$ cat config.mk
export PLATFORM = sky130hd
export DESIGN_NAME = mem_access_unit
export DESIGN_NICKNAME = d
export VERILOG_FILES = /design/src/rtl/mem_pkg.sv /design/src/rtl/lsu_align.sv /design/src/rtl/mem_access_unit.sv
export SDC_FILE = /design/constraint.sdc
export NUM_CORES = 1
export LEC_CHECK = 0
export BUFFER_PORTS_ARGS = -buffer_cell sky130_fd_sc_hd__buf_2
export CORE_MARGIN = 5
export CORE_UTILIZATION = 40
export DETAILED_ROUTE_END_ITERATION = 12
export PLACE_DENSITY_LB_ADDON = 0.25
export SLEW_MARGIN = 20
export SYNTH_ARGS = -nofsm -noshare
export SYNTH_HDL_FRONTEND = slang
export SYNTH_SLANG_ARGS = --single-unit
export TNS_END_PERCENT = 5
$ cat constraint.sdc
create_clock -name clk -period 2.1 [get_ports clk]
set_input_delay 0.42 -clock clk [delete_from_list [all_inputs] [get_ports clk]]
set_output_delay 0.42 -clock clk [all_outputs]
set_load 0.005 [all_outputs]
$ cat src/rtl/mem_pkg.sv
// ---------------------------------------------------------------------------
// mem_pkg -- shared definitions for the memory access unit.
//   * RISC-V load/store funct3 encodings
//   * FSM state encoding (2-bit enum)
//   * access size decode and the legality (alignment / encoding) check
// ---------------------------------------------------------------------------
package mem_pkg;

  localparam logic [2:0] F3_B  = 3'b000;
  localparam logic [2:0] F3_H  = 3'b001;
  localparam logic [2:0] F3_W  = 3'b010;
  localparam logic [2:0] F3_BU = 3'b100;
  localparam logic [2:0] F3_HU = 3'b101;

  typedef enum logic [1:0] {
    IDLE = 2'd0,
    REQ  = 2'd1,
    WAIT = 2'd2,
    DONE = 2'd3
  } state_t;

  typedef enum logic [1:0] {
    SZ_B   = 2'd0,
    SZ_H   = 2'd1,
    SZ_W   = 2'd2,
    SZ_BAD = 2'd3
  } size_t;

  function automatic size_t size_decode(input logic [2:0] f3);
    size_t sz;
    case (f3)
      F3_B, F3_BU: sz = SZ_B;
      F3_H, F3_HU: sz = SZ_H;
      F3_W:        sz = SZ_W;
      default:     sz = SZ_BAD;
    endcase
    return sz;
  endfunction

  // Legal = known encoding, naturally aligned, and no unsigned variant on a store.
  function automatic logic access_legal(input logic [2:0] f3,
                                        input logic [1:0] off,
                                        input logic       is_store);
    logic ok;
    case (size_decode(f3))
      SZ_B:    ok = 1'b1;
      SZ_H:    ok = ~off[0];
      SZ_W:    ok = (off == 2'b00);
      default: ok = 1'b0;
    endcase
    if (is_store && f3[2]) ok = 1'b0;
    return ok;
  endfunction

endpackage

$ cat src/rtl/lsu_align.sv
// ---------------------------------------------------------------------------
// lsu_align -- combinational byte-lane formatting.
//   Store side: st_funct3/st_off/st_data -> replicated st_wdata + st_wstrb.
//   Load side : ld_funct3/ld_off/ld_rdata -> sign/zero-extended ld_ext.
// ---------------------------------------------------------------------------
module lsu_align
  import mem_pkg::*;
(
  input  logic [2:0]  st_funct3,
  input  logic [1:0]  st_off,
  input  logic [31:0] st_data,
  output logic [31:0] st_wdata,
  output logic [3:0]  st_wstrb,
  input  logic [2:0]  ld_funct3,
  input  logic [1:0]  ld_off,
  input  logic [31:0] ld_rdata,
  output logic [31:0] ld_ext
);

  logic [15:0] ld_shift;

  // NOTE: every always_comb output gets a default first so no path leaves it
  // unassigned -- that is what keeps synthesis from inferring a latch.
  always_comb begin
    st_wdata = st_data;
    st_wstrb = 4'b1111;
    case (size_decode(st_funct3))
      SZ_B: begin
        st_wdata = {4{st_data[7:0]}};
        st_wstrb = 4'b0001 << st_off;
      end
      SZ_H: begin
        st_wdata = {2{st_data[15:0]}};
        st_wstrb = st_off[1] ? 4'b1100 : 4'b0011;
      end
      default: ;
    endcase
  end

  // Bring the addressed byte/halfword down to lane 0, then extend.
  assign ld_shift = 16'(ld_rdata >> {ld_off, 3'b000});

  always_comb begin
    ld_ext = ld_rdata;
    case (ld_funct3)
      F3_B:    ld_ext = {{24{ld_shift[7]}}, ld_shift[7:0]};
      F3_BU:   ld_ext = {24'b0, ld_shift[7:0]};
      F3_H:    ld_ext = {{16{ld_shift[15]}}, ld_shift[15:0]};
      F3_HU:   ld_ext = {16'b0, ld_shift[15:0]};
      default: ;
    endcase
  end

endmodule

$ cat src/rtl/mem_access_unit.sv
// ---------------------------------------------------------------------------
// mem_access_unit -- MEM-stage load/store unit in front of a data cache.
//   Pipeline side : valid, mem_read, mem_write, funct3, alu_out_in (address),
//                   rs2_data_in (store data), current_pc_in; stall_cache holds
//                   EX/MEM while an access is in flight.
//   Cache side    : dc_req/dc_we/dc_addr/dc_wdata/dc_wstrb out, dc_ready,
//                   dc_rvalid/dc_rdata in.
//   Results       : ld_data/ld_valid (completion), acc_exc/exc_pc/exc_addr.
//   rst is asynchronous, active low. Only XLEN = 32 is supported.
// ---------------------------------------------------------------------------
module mem_access_unit
  import mem_pkg::*;
#(
  parameter int XLEN = 32
) (
  input  logic            clk,
  input  logic            rst,
  input  logic            valid,
  input  logic            mem_read,
  input  logic            mem_write,
  input  logic [2:0]      funct3,
  input  logic [XLEN-1:0] alu_out_in,
  input  logic [XLEN-1:0] rs2_data_in,
  input  logic [XLEN-1:0] current_pc_in,
  output logic            dc_req,
  output logic            dc_we,
  output logic [XLEN-1:0] dc_addr,
  output logic [XLEN-1:0] dc_wdata,
  output logic [3:0]      dc_wstrb,
  input  logic            dc_ready,
  input  logic            dc_rvalid,
  input  logic [XLEN-1:0] dc_rdata,
  output logic [XLEN-1:0] ld_data,
  output logic            ld_valid,
  output logic            stall_cache,
  output logic            acc_exc,
  output logic [XLEN-1:0] exc_pc,
  output logic [XLEN-1:0] exc_addr
);

  state_t      state, state_nxt;
  logic [2:0]  r_funct3;
  logic [1:0]  r_off;
  logic        is_store, start, legal, go, fault, capture_ld;
  logic [31:0] st_wdata, ld_ext;
  logic [3:0]  st_wstrb;

  // A read wins when both request bits are set. start is gated by rst so the
  // combinational stall stays low while reset is asserted.
  assign is_store = mem_write & ~mem_read;
  assign start    = rst & valid & (mem_read | mem_write) & (state == IDLE);
  assign legal    = access_legal(funct3, alu_out_in[1:0], is_store);
  assign go       = start & legal;
  assign fault    = start & ~legal;

  lsu_align u_align (
    .st_funct3 (funct3),
    .st_off    (alu_out_in[1:0]),
    .st_data   (rs2_data_in),
    .st_wdata  (st_wdata),
    .st_wstrb  (st_wstrb),
    .ld_funct3 (r_funct3),
    .ld_off    (r_off),
    .ld_rdata  (dc_rdata),
    .ld_ext    (ld_ext)
  );

  always_comb begin
    state_nxt   = state;
    dc_req      = 1'b0;
    stall_cache = 1'b0;
    ld_valid    = 1'b0;
    capture_ld  = 1'b0;
    case (state)
      IDLE: begin
        if (go) begin
          state_nxt   = REQ;
          stall_cache = 1'b1;
        end
      end
      REQ: begin
        dc_req      = 1'b1;
        stall_cache = 1'b1;
        // A response without acceptance is not ours and is dropped.
        if (dc_ready) begin
          if (dc_rvalid) begin
            state_nxt  = DONE;
            capture_ld = ~dc_we;
          end else begin
            state_nxt  = WAIT;
          end
        end
      end
      WAIT: begin
        stall_cache = 1'b1;
        if (dc_rvalid) begin
          state_nxt  = DONE;
          capture_ld = ~dc_we;
        end
      end
      DONE: begin
        ld_valid  = 1'b1;
        state_nxt = IDLE;
      end
      default: state_nxt = IDLE;
    endcase
  end

  // NOTE: state and datapath registers use non-blocking assignments so every
  // flop samples pre-edge values regardless of statement order.
  always_ff @(posedge clk or negedge rst) begin
    if (!rst) begin
      // NOTE: datapath registers are reset too, not just the FSM, because they
      // drive outputs that must read 0 during reset.
      state    <= IDLE;
      dc_we    <= 1'b0;
      dc_addr  <= '0;
      dc_wdata <= '0;
      dc_wstrb <= 4'b0;
      r_funct3 <= 3'b0;
      r_off    <= 2'b0;
      ld_data  <= '0;
      acc_exc  <= 1'b0;
      exc_pc   <= '0;
      exc_addr <= '0;
    end else begin
      state   <= state_nxt;
      acc_exc <= fault;
      if (go) begin
        dc_we    <= is_store;
        dc_addr  <= {alu_out_in[XLEN-1:2], 2'b00};
        dc_wdata <= st_wdata;
        dc_wstrb <= is_store ? st_wstrb : 4'b0000;
        r_funct3 <= funct3;
        r_off    <= alu_out_in[1:0];
      end
      if (fault) begin
        exc_pc   <= current_pc_in;
        exc_addr <= alu_out_in;
      end
      if (capture_ld) ld_data <= ld_ext;
    end
  end

endmodule

==> flow_summary.ini <==
[clock_tree]
cts.root.buffer_cell = sky130_fd_sc_hd__clkbuf_16
ctsLongestPathBuffers = 2
worst_skew_pair.late_latency_ns = 0.42
tritoncts.num_buffers = 17
clock_sink_count = 171
htree_num_levels = 4
cts_tree = yes
post_cts_clock_slew_at_the_launch_and_capture_registers_of_the_worst_setup_and_hold_paths_ns = 0.07

[critical_path]
kind_of_start_point_of_the_critical_path = flop
timing.critical_path.to_type = primary output
ws_path_type = reg2out
worstPathArrival_ns = 1.64
worstPathRequired_ns = 1.68
timing.critical_path.fanout_max = 2

[timing]
slew_violations = 0
fin_skew_ns = 0.0107
final.setup.tns_ns = 0
timing.final.hold_violations = 0
final_period_minus_worst_setup_slack_ns = 2.06
unrepaired_setup_endpoints_after_global_routing = true
worst_slew_pin_slew_ns = 0.768
timing.slew.headroom_pct = 48.8
post-route-period-util_pct = 97.9
finalSetupViolations = 0
clock.fmax_mhz = 487

[route]
route.final.wire_length_um = 21800
detailed_router_s_first_iteration_violation_count = 255
drc = 0
post_drt_wl_per_cell_um = 18.5
average_vias_per_placed_instance = 4.94
detailroute.via_count = 5814
detailedRoute.firstPassIterationCount = 5
antenna_left = 0

[global_route]
number_of_global_route_vias_before_repair = 6069
global_route.overflow_total = 0
all_layer_gr_usage_pct = 18.5
grt_pass1_wl_um = 33200
grt_start_max_net_pins = 129
number_of_antenna_violations_at_the_first_check_in_global_routing = 1

[synthesis]
async_reset_ff_share_pct = 100
yosysWarningCount = 0
yosys_register_bits = 171
post_synth_inst_count = 585
synth_cell_area_um2 = 8040
sequential_cell_area_fraction_in_the_yosys_report_pct = 53.3
edff_count_synth = 0
ys_dominant_reg_cell = sky130_fd_sc_hd__dfrtp_1
postSynthAreaPerCell_um2 = 13.7
ys_types = 44

[die]
placement_rows = 51
number_of_top_level_design_ports = 307
initial_core_util_pct = 41.0
fp.dieArea_um2 = 23000
die_h_um = 152
core_area_um2 = 19600
die_x_um = 152

[placed_design]
io_buffer_count = 304
postPlaceCellArea_um2 = 9890
cells_after_dpl = 1140
finalWeightedCongestion = 0.838
place_hpwl_um = 16200

[cells_and_area]
fin_nets = 1042
finalInstanceArea_um2 = 10600
layout.filler_cells = 1704
final_util_pct = 53.9
antennaDiodeCount = 0
drive_above_1_share_pct = 58.3
layout.area.seq_um2 = 4280
area_taken_by_multi_input_logic_gates_um2 = 3470
synthToLayoutAreaGrowth_pct = 31.5
post_route_insts_no_fill = 1178

[power_and_ir_drop]
power_mw = 15.3
p_per_area_nw_per_um2 = 1440
power.ir.vdd_worst_mv = 0.739
power_leakage_nw = 5.46

[run_status]
outcome = complete, no violations

[job]
drv.max_cap_violation_count = 0

[hold_path]
min_path_type = in2async
## registers in the layout, indices dropped and copies added, names as in the netlist
register  count
exc_addr     32
r_funct3      3
ld_data      32
r_off         2
dc_wdata     32
acc_exc       1
exc_pc       32
dc_we         1
dc_addr      30
dc_wstrb      4
state         2
## kinds of logic after synthesis
| group | after synthesis | synth area share, % |
|---|---|---|
| flip-flops | 171 | 53.3 |
| multiplexers | 170 | 28.6 |
| AO/OA/AOI/OAI | 111 | 8.61 |
| AND/OR/NAND/NOR | 79 | 4.55 |
| buffers and inverters | 49 | 4.31 |
| adder cells (fa/ha/maj) | 4 | 0.623 |
| other | 1 | 0.0467 |
## placed cells by master (no fill, tap or decap), types with 9 or more instances in the layout
| master | Yosys | routed |
|---|---|---|
| sky130_fd_sc_hd__mux2i_1 | 20 | 20 |
| sky130_fd_sc_hd__clkbuf_16 | 0 | 17 |
| sky130_fd_sc_hd__nor2_1 | 30 | 30 |
| sky130_fd_sc_hd__o22ai_1 | 24 | 24 |
| sky130_fd_sc_hd__mux2_4 | 109 | 109 |
| sky130_fd_sc_hd__dfrtp_1 | 171 | 171 |
| sky130_fd_sc_hd__buf_12 | 5 | 9 |
| sky130_fd_sc_hd__buf_2 | 8 | 303 |
| sky130_fd_sc_hd__nand2_1 | 25 | 24 |
| sky130_fd_sc_hd__buf_4 | 3 | 22 |
| sky130_fd_sc_hd__o21ai_0 | 27 | 27 |
| sky130_fd_sc_hd__a21oi_1 | 28 | 28 |
| sky130_fd_sc_hd__mux2_2 | 41 | 41 |
## worst max-delay path, stage by stage, from the launching register on
cell and delay, ns:
sky130_fd_sc_hd__dfrtp_1 0.39, sky130_fd_sc_hd__inv_2 0.09, sky130_fd_sc_hd__ha_4 0.15, sky130_fd_sc_hd__o2111ai_4 0.09
sky130_fd_sc_hd__nand3b_1 0.20, sky130_fd_sc_hd__a21oi_1 0.17, sky130_fd_sc_hd__buf_2 0.14
## metal layers
layer / share of wire (%) / GRT usage [%] / up-vias / routed length [um]
met1: 41 / 23.6 / 2833 / 9040
met3: 9.9 / 6.81 / 24 / 2160
met2: 47 / 29.8 / 237 / 10200
li1: - / - / 2718 / -
met5: 0.050 / 0 / - / 11
met4: 1.7 / 5.44 / 2 / 360
## final timing paths
kind                                   start     endpoint  slack (ns)  cells after the start
setup / recovery                    state[1]  stall_cache        0.04                      6
hold reg to reg                   ld_data[3]   ld_data[3]        0.48                      2
setup reg to reg                    state[1]    exc_pc[8]        0.09                      9
max in group asynchronous                rst  dc_addr[15]        1.40                      2
min in group clk           current_pc_in[19]   exc_pc[19]        0.22                      2
hold / removal                           rst  ld_data[15]        0.07                      2
## cell type report
type                            instances  area share [%]
Clock inverter                         14            1.37
Timing Repair Buffer                  335            17.7
Multi-Input combinational cell        366            32.8
Inverter                                9           0.320
Tap cell                              265            3.14
Sequential cell                       171            40.5
Clock buffer                           18            4.16
## synth_stat cells (all sizes together) (3+ instances only)
cell type,number,area (um^2)
nand2,25,93.8
o2bb2ai,7,61.3
buf,25,257
a21oi,31,166
nand3,3,15.0
a31oi,3,18.8
nor2,31,119
clkbuf,15,56.3
inv,8,30.0
o21bai,5,37.5
dfrtp,171,4280
o22ai,24,150
ha,4,50.1
mux2i,20,200
mux2,150,2100
a2bb2oi,7,61.3
nand2b,7,43.8
o21ai,28,144
## through the flow
step / hold slack [ns] / setup WS (ns)
floorplan: 0.124 / 0.215
detailed placement: 0.468 / 0.00499
CTS: 0.143 / 0.0156
global route: 0.149 / -0.0548
finish: 0.0721 / 0.0449
global placement: 0.457 / 0.0394
## timing repair
action | CTS | global route
endpoints found under the setup margin | 23 | 26
pin swaps | 2 | 2
setup buffers | 4 | 2
endpoints found under the hold margin | 0 | 0
hold buffers | 0 | 0
gates resized for setup | 6 | 3
## power breakdown
group | internal, mW | leakage [nW] | switching [mW] | total, mW
clock network | 1.62 | 0.282 | 1.49 | 3.11
registers | 4.91 | 2.09 | 0.990 | 5.90
logic | 3.58 | 3.08 | 2.68 | 6.26
(Power assumes the default switching activity.)
